## src/rtl/ckgate_ctrl.sv

```systemverilog
// rtl/ckgate_ctrl.sv - multi-channel idle-driven clock-gating controller with per-channel latch gate
// Define CKGATE_BYPASS_EN to pass clk_i straight to every clk_o (no latch); FSM behaviour is unchanged.
module ckgate_ctrl #(
   parameter int NUM_CH = 4,
   parameter int CNT_W  = 8
) (
   input  logic              clk_i,
   input  logic              rst_i,
   input  logic [CNT_W-1:0]  idle_thr_i,
   input  logic [NUM_CH-1:0] busy_i,
   input  logic [NUM_CH-1:0] wake_i,
   input  logic [NUM_CH-1:0] force_on_i,
   output logic [NUM_CH-1:0] en_o,
   output logic [NUM_CH-1:0] ready_o,
   output logic [NUM_CH-1:0] clk_o
);

   typedef enum logic [1:0] {
      ST_ON    = 2'd0,
      ST_DRAIN = 2'd1,
      ST_OFF   = 2'd2,
      ST_WAKE  = 2'd3
   } state_e;

   state_e            state_q [NUM_CH];
   state_e            state_d [NUM_CH];
   logic [CNT_W-1:0]  cnt_q   [NUM_CH];
   logic [CNT_W-1:0]  cnt_d   [NUM_CH];
   logic [NUM_CH-1:0] en_q, en_d;
   logic [NUM_CH-1:0] ready_q, ready_d;
   logic [NUM_CH-1:0] act;

   assign act = busy_i | wake_i | force_on_i;

   // Increment is evaluated one bit wider so the threshold compare never sees a wrapped count.
   always_comb begin
      logic [CNT_W:0] cnt_inc;
      cnt_inc = '0;
      for (int i = 0; i < NUM_CH; i++) begin
         state_d[i] = state_q[i];
         cnt_d[i]   = cnt_q[i];
         cnt_inc    = {1'b0, cnt_q[i]} + {{CNT_W{1'b0}}, 1'b1};
         case (state_q[i])
            ST_ON: begin
               if (act[i]) begin
                  cnt_d[i] = '0;
               end else if (idle_thr_i != '0) begin
                  if (cnt_inc >= {1'b0, idle_thr_i}) begin
                     state_d[i] = ST_DRAIN;
                     cnt_d[i]   = '0;
                  end else begin
                     cnt_d[i] = cnt_inc[CNT_W-1:0];
                  end
               end else begin
                  cnt_d[i] = '0;
               end
            end
            ST_DRAIN: state_d[i] = act[i] ? ST_ON : ST_OFF;
            ST_OFF:   if (act[i]) state_d[i] = ST_WAKE;
            ST_WAKE:  state_d[i] = ST_ON;
            default:  state_d[i] = ST_ON;
         endcase
      end
   end

   // Enables are registered from the next state so they change on the same edge as the FSM.
   always_comb begin
      en_d    = '0;
      ready_d = '0;
      for (int i = 0; i < NUM_CH; i++) begin
         en_d[i]    = (state_d[i] != ST_OFF);
         ready_d[i] = (state_d[i] == ST_ON);
      end
   end

   always_ff @(posedge clk_i) begin
      if (rst_i) begin
         for (int i = 0; i < NUM_CH; i++) begin
            state_q[i] <= ST_ON;
            cnt_q[i]   <= '0;
         end
         en_q    <= '1;
         ready_q <= '1;
      end else begin
         for (int i = 0; i < NUM_CH; i++) begin
            state_q[i] <= state_d[i];
            cnt_q[i]   <= cnt_d[i];
         end
         en_q    <= en_d;
         ready_q <= ready_d;
      end
   end

   assign en_o    = en_q;
   assign ready_o = ready_q;

   for (genvar g = 0; g < NUM_CH; g++) begin : g_gate
`ifdef CKGATE_BYPASS_EN
      assign clk_o[g] = clk_i;
`else
      // Enable only changes while clk_i is low, so each gated pulse is either whole or absent.
      logic en_lat;
      always_latch begin
         if (!clk_i) en_lat <= en_q[g];
      end
      assign clk_o[g] = clk_i & en_lat;
`endif
   end

endmodule

```

## config.mk

```make
export PLATFORM = sky130hd
export DESIGN_NAME = ckgate_ctrl
export DESIGN_NICKNAME = d
export VERILOG_FILES = /design/src/rtl/ckgate_ctrl.sv
export SDC_FILE = /design/constraint.sdc
export NUM_CORES = 1
export LEC_CHECK = 0
export CAP_MARGIN = 20
export CELL_PAD_IN_SITES_DETAIL_PLACEMENT = 0
export CELL_PAD_IN_SITES_GLOBAL_PLACEMENT = 1
export CORE_MARGIN = 5
export CORE_UTILIZATION = 45
export DETAILED_ROUTE_END_ITERATION = 6
export PLACE_DENSITY = 0.93
export SLEW_MARGIN = 40
export SYNTH_ARGS = -nofsm -noshare
export SYNTH_HDL_FRONTEND = slang
export SYNTH_SLANG_ARGS = --single-unit
```

## constraint.sdc

```tcl
create_clock -name clk_i -period 7.2 [get_ports clk_i]
set_clock_uncertainty 0.1 [all_clocks]
set_input_delay 1.44 -clock clk_i [delete_from_list [all_inputs] [get_ports clk_i]]
set_output_delay 1.44 -clock clk_i [all_outputs]
set_load 0.01 [all_outputs]
```

==> results of run 1 <==
[sequential cells by signal, indices dropped and copies added (netlist names)]
name	cells
en_o	4
g_gate.en_lat	4
cnt_q	32
state_q	8
ready_o	4
[cells by family after synthesis]
| kind of cell | synth area share (%) |
|---|---|
| adders and majority gates | 14.5 |
| muxes | 0.969 |
| DFF | 31.0 |
| xor gates and xnor gates | 5.65 |
| latches | 1.94 |
| AOI/OAI and AO/OA | 18.4 |
| buffers and inverters | 2.02 |
| and+or+nand+nor | 25.5 |
[worst max path at each step]
stage               cells past startpoint              from  slack [ns]        to
global route                            2  g_gate[0].en_lat        0.51  clk_o[0]
finish                                  2  g_gate[3].en_lat        0.58  clk_o[3]
global placement                        2  g_gate[1].en_lat        1.07  clk_o[1]
detailed placement                      2  g_gate[1].en_lat        1.06  clk_o[1]
CTS                                     2  g_gate[3].en_lat        0.56  clk_o[3]
floorplan                               1  g_gate[0].en_lat        1.54  clk_o[0]
[layout by cell type, fill, tap and decap left out, types with 2 or more instances in the layout]
master           count
a31oi_1              2
and2_1               8
dfxtp_1             48
or2_1                2
o211ai_1             6
nand3_1             18
o21ai_0              2
clkbuf_1             2
a21o_1               8
ha_1                36
and3_1              15
or2_2                8
clkdlybuf4s50_1     33
nor2b_1             11
dlxtn_1              4
xor2_1               8
o21ai_1              7
or3_1                6
inv_1                9
clkbuf_8            10
or4_4                2
nor3_1               3
nand2_1             45
a22o_1               9
xnor2_1             12
a221o_1              2
a21oi_1              8
a32o_1              13
a221oi_1             2
mux2i_1              3
nor2_1              24
[per-layer routing]
metal | wire (um) | vias up | GRT usage, %
met5 | 0 | - | 0
met3 | 328 | 19 | 5.15
met2 | 3220 | 55 | 27.9
met1 | 3190 | 1259 | 20.4
li1 | - | 1365 | -
met4 | 192 | 0 | 9.89
[area by class of cell]
class                           count  area share, %
Timing Repair Buffer               30           8.13
Sequential cell                    52           27.9
Clock inverter                      1          0.205
Inverter                            9          0.923
Clock buffer                       16           5.06
Multi-Input combinational cell    281           55.1
Tap cell                           80           2.73
[per-stage QoR]
| step | utilization (%) | hold WS, ns | instance area (sq um) | std cells |
|---|---|---|---|---|
| 6_report | 54.2 | 0.316 | 3660 | 469 |
| 5_1_grt | 54.2 | 0.326 | 3660 | 469 |
| 3_5_place_dp | 51.9 | 0.291 | 3510 | 456 |
| 3_3_place_gp | 51.9 | 0.287 | 3510 | 456 |
| 4_1_cts | 54.2 | 0.318 | 3660 | 469 |
| 2_1_floorplan | - | 0.326 | 3100 | 349 |
[power breakdown]
group / total [mW] / switching (mW) / internal, mW / leakage (nW)
Clock: 0.319 / 0.142 / 0.177 / 0.0993
Sequential: 0.282 / 0.00110 / 0.281 / 0.421
Combinational: 0.0397 / 0.0204 / 0.0192 / 1.22
[critical path: stages (launching register included)]
cell	delay (ns)
dlxtn_1	0.39
and2_1	0.12
clkdlybuf4s50_1	0.53
==> impl_metrics.py, run 1 <==
metrics = {
    "final_layout": {
        "syn_to_final_growth_pct": 18.1,
        "n_fill_cell": 633,
        "seqCellArea_sq_um": 1020,
        "fin_nets": 445,
        "num_antenna_cells": 0,
        "multi_input_area_sq_um": 2020,
        "final_layout_size_suffix_gt1_share_pct": 6.94,
    },
    "placed_design": {
        "numPortBuffers": 33,
        "place_congestion": 0.782,
        "dp_hpwl_um": 5270,
        "preCtsSetupSlack_ns": 1.06,
    },
    "floorplanning": {
        "fp.coreArea_sq_um": 6760,
        "fp.dieW_um": 93.0,
        "rows": 30,
        "initial_core_util_pct": 45.9,
        "die_h_um": 93.0,
        "ioPinCount": 34,
        "die-area_sq_um": 8650,
    },
    "critical_path": {
        "start_kind": "latch",
        "endpoint_kind": "output pin",
        "r2r_setup_slack_ns": 3.17,
        "required_ns": 5.66,
        "worst_r2r_startpoint": "en_o[1]",
        "cp_data_arrival_time_ns": 5.08,
        "crit_type": "latch -> out",
        "rr_endpoint": "g_gate[1].en_lat",
        "r2r_cells": 0,
        "path_max_fanout": 1,
    },
    "yosys": {
        "ys.flop_type": "dfxtp_1",
        "synth.avg_cell_area_sq_um": 8.88,
        "yosysWarningCount": 0,
        "synth_edf_count": 0,
        "yosysMostFrequentCell": "dfxtp_1",
        "yosys.area.top_type": "dfxtp_1",
        "yosysUniqueCellTypes": 51,
        "synthCells": 349,
        "synthTopCellsByArea": "dfxtp_1 (31%), ha_1 (15%), nand2_1 (5.5%)",
        "synth_nets": 407,
        "synth-seq-cells": 52,
        "synth_common_cells": "dfxtp_1 (48), nand2_1 (45), ha_1 (36)",
        "async_reset_ff_share_pct": 0,
        "syn_area_sq_um": 3100,
        "yosys.area.top_type_share_pct": 31.0,
    },
    "power_and_ir_drop": {
        "powerDensity_nw_per_um2": 175,
        "power.leakage_nw": 1.74,
        "finalPower_mw": 0.641,
        "peakVddDrop_mv": 0.0722,
    },
    "detailed_routing": {
        "drc": 0,
        "post_drt_via_cell_ratio": 5.75,
        "ant_nets": 0,
        "dr.first_iter.drc_count": 111,
        "dr_total_vias": 2698,
        "dr.pass1.iters": 4,
        "wl_per_cell_um": 14.8,
        "totalWireLength_um": 6930,
    },
    "timing": {
        "finalSetupTns_ns": 0,
        "rsz0062_at_grt": "no",
        "maxSlewViolCount": 0,
        "relSlewSlack_pct": 59.1,
        "setup_viol_count_final": 0,
        "hold_viol_final": 0,
        "worstMarginPinSlew_ns": 0.613,
        "worst_slack_ns": 0.585,
    },
    "hold_path": {
        "holdPathStages": 0,
        "hold_class": "reg -> latch",
        "hold_end": "g_gate[2].en_lat",
        "min_from": "en_o[2]",
    },
    "clock_network": {
        "path_clk_slew_ns": 0.10,
        "postCtsSetupBuffers": 0,
        "clock_latency_ns": 0.42,
        "cts.repair.resized": 0,
        "cts-hold-fix-buffers": 0,
        "cts_tree": "yes",
    },
    "global_routing": {
        "grt_antenna_before_repair": 0,
        "grt_start_max_net_pins": 20,
        "grt_pass1_wl_um": 11800,
        "overflow": 0,
        "grt_pass1_vias": 2684,
        "grt_usage_pct": 17.3,
    },
    "run": {
        "drv_cap": 0,
    },
    "outcome": {
        "status": "complete, no violations",
    },
}
Note: power is estimated with default switching activity, not from simulation.
==> run 2: changes to the inputs <==
- CORE_MARGIN: 5 -> default
- CORE_UTILIZATION: 45 -> 46
- PLACE_DENSITY: 0.93 -> 0.94
- SKIP_CTS_REPAIR_TIMING: default -> 1
==> impl_metrics.py, run 2 (synthesis results as in run 1) <==
metrics = {
    "global_routing": {
        "overflow": 0,
        "grt_start_max_net_pins": 20,
        "busiest_layer": "met2",
        "grt_pass1_wl_um": 11700,
        "grt_use_met2_pct": 32.9,
        "met1_usage_pct": 26.5,
        "grt_usage_pct": 20.9,
        "grt_pass1_vias": 2584,
        "grt_antenna_before_repair": 0,
        "grt_use_met3_pct": 5.34,
    },
    "final_layout": {
        "num_antenna_cells": 0,
        "fin_util_pct": 56.8,
        "final_layout_size_suffix_gt1_share_pct": 6.68,
        "top_regs": "cnt_q (32), state_q (8)",
        "seqCellArea_sq_um": 1020,
        "n_fill_cell": 596,
        "final_cell_mix": "dfxtp_1 (48), nand2_1 (45), ha_1 (36)",
        "multi_input_area_sq_um": 2020,
        "syn_to_final_growth_pct": 17.6,
        "fin_nets": 445,
        "largest_register": "cnt_q",
        "final_common_cell": "dfxtp_1",
        "largest_reg_flops": 32,
        "fin_cells": 466,
    },
    "outcome": {
        "status": "complete, but fails checks",
        "violations": "design-rule violations",
    },
    "power_and_ir_drop": {
        "peakVddDrop_mv": 0.0952,
        "pwr-share-clk_pct": 48.5,
        "swShare_pct": 25.4,
        "powerDensity_nw_per_um2": 172,
        "power_frac_seq_pct": 45.1,
        "power_frac_comb_pct": 6.4,
        "p_int_mw": 0.467,
        "power.leakage_nw": 1.74,
        "power.switching_mw": 0.159,
    },
    "hold_path": {
        "hold_end": "g_gate[0].en_lat",
        "min_from": "en_o[0]",
        "holdPathStages": 0,
        "hold_class": "reg -> latch",
    },
    "clock_network": {
        "cts_tree": "yes",
        "clock_latency_ns": 0.41,
        "path_clk_slew_ns": 0.09,
    },
    "detailed_routing": {
        "dr.pass1.iters": 6,
        "dr_total_vias": 2675,
        "wl_per_cell_um": 14.6,
        "ant_nets": 0,
        "dr.first_iter.drc_count": 123,
        "drc": 8,
        "totalWireLength_um": 6820,
        "post_drt_via_cell_ratio": 5.74,
    },
    "placed_design": {
        "place_congestion": 0.792,
        "numPortBuffers": 33,
        "dp_hpwl_um": 5070,
        "numPlacedInstances": 453,
    },
    "timing": {
        "setup_viol_count_final": 0,
        "hold_viol_final": 0,
        "rsz0062_at_grt": "no",
        "holdWs_ns": 0.311,
        "worstMarginPinSlew_ns": 0.710,
        "relSlewSlack_pct": 52.6,
        "maxSlewViolCount": 0,
        "finalSetupTns_ns": 0,
    },
    "floorplanning": {
        "die_h_um": 84.1,
        "die-area_sq_um": 7070,
        "initial_core_util_pct": 48.3,
        "fp.dieW_um": 84.1,
        "ioPinCount": 34,
        "rows": 29,
        "fp.coreArea_sq_um": 6420,
    },
    "critical_path": {
        "cp_data_arrival_time_ns": 5.06,
        "cp_num_buf_inv": 1,
        "crit_type": "latch -> out",
        "start_kind": "latch",
        "required_ns": 5.66,
        "slowest_delay_ns": 0.53,
        "r2r_cells": 0,
        "cp_top_family": "buffers and inverters",
        "endpoint_kind": "output pin",
        "r2r_setup_slack_ns": 3.17,
        "worst_r2r_startpoint": "en_o[3]",
        "crit_path_cell_trace": "and2_1 -> clkdlybuf4s50_1",
        "cpMaxStageDelayCell": "clkdlybuf4s50_1",
        "rr_endpoint": "g_gate[3].en_lat",
        "path_max_fanout": 1,
    },
    "run": {
        "drv_cap": 0,
    },
}
## run 2: area by class of cell
class                           count  area share, %
Sequential cell                    52           28.0
Clock buffer                       16           4.81
Tap cell                           77           2.64
Timing Repair Buffer               30           8.17
Clock inverter                      1          0.137
Inverter                            9          0.927
Multi-Input combinational cell    281           55.3
## run 2: power groups by stage
stage          Combinational [mW]  Clock [mW]  Sequential, mW
2_1_floorplan              0.0203      0.0294           0.289
3_3_place_gp               0.0389      0.0714           0.289
3_5_place_dp               0.0401      0.0714           0.289
4_1_cts                    0.0405       0.315           0.282
5_1_grt                    0.0452       0.330           0.282
6_report                   0.0403       0.304           0.282
## run 2: layer usage
metal | vias up | share of wire, %
met5 | - | 0
met4 | 0 | 1.7
met3 | 11 | 5.2
met2 | 66 | 46
met1 | 1243 | 47
li1 | 1355 | -
## run 2: worst max path at each step
stage                           to             start  cells past startpoint
final                     clk_o[3]  g_gate[3].en_lat                      2
after global routing      clk_o[3]  g_gate[3].en_lat                      2
after detailed placement  clk_o[3]  g_gate[3].en_lat                      2
after floorplan           clk_o[0]  g_gate[0].en_lat                      1
after global placement    clk_o[1]  g_gate[1].en_lat                      2
after CTS                 clk_o[0]  g_gate[0].en_lat                      2
## run 2: stage by stage
stage          instance area, sq um  total power, mW  setup slack [ns]
2_1_floorplan                  3100            0.338              1.54
3_3_place_gp                   3500            0.399              1.07
3_5_place_dp                   3500            0.400              1.07
4_1_cts                        3640            0.638             0.584
5_1_grt                        3640            0.657             0.535
6_report                       3640            0.626             0.605
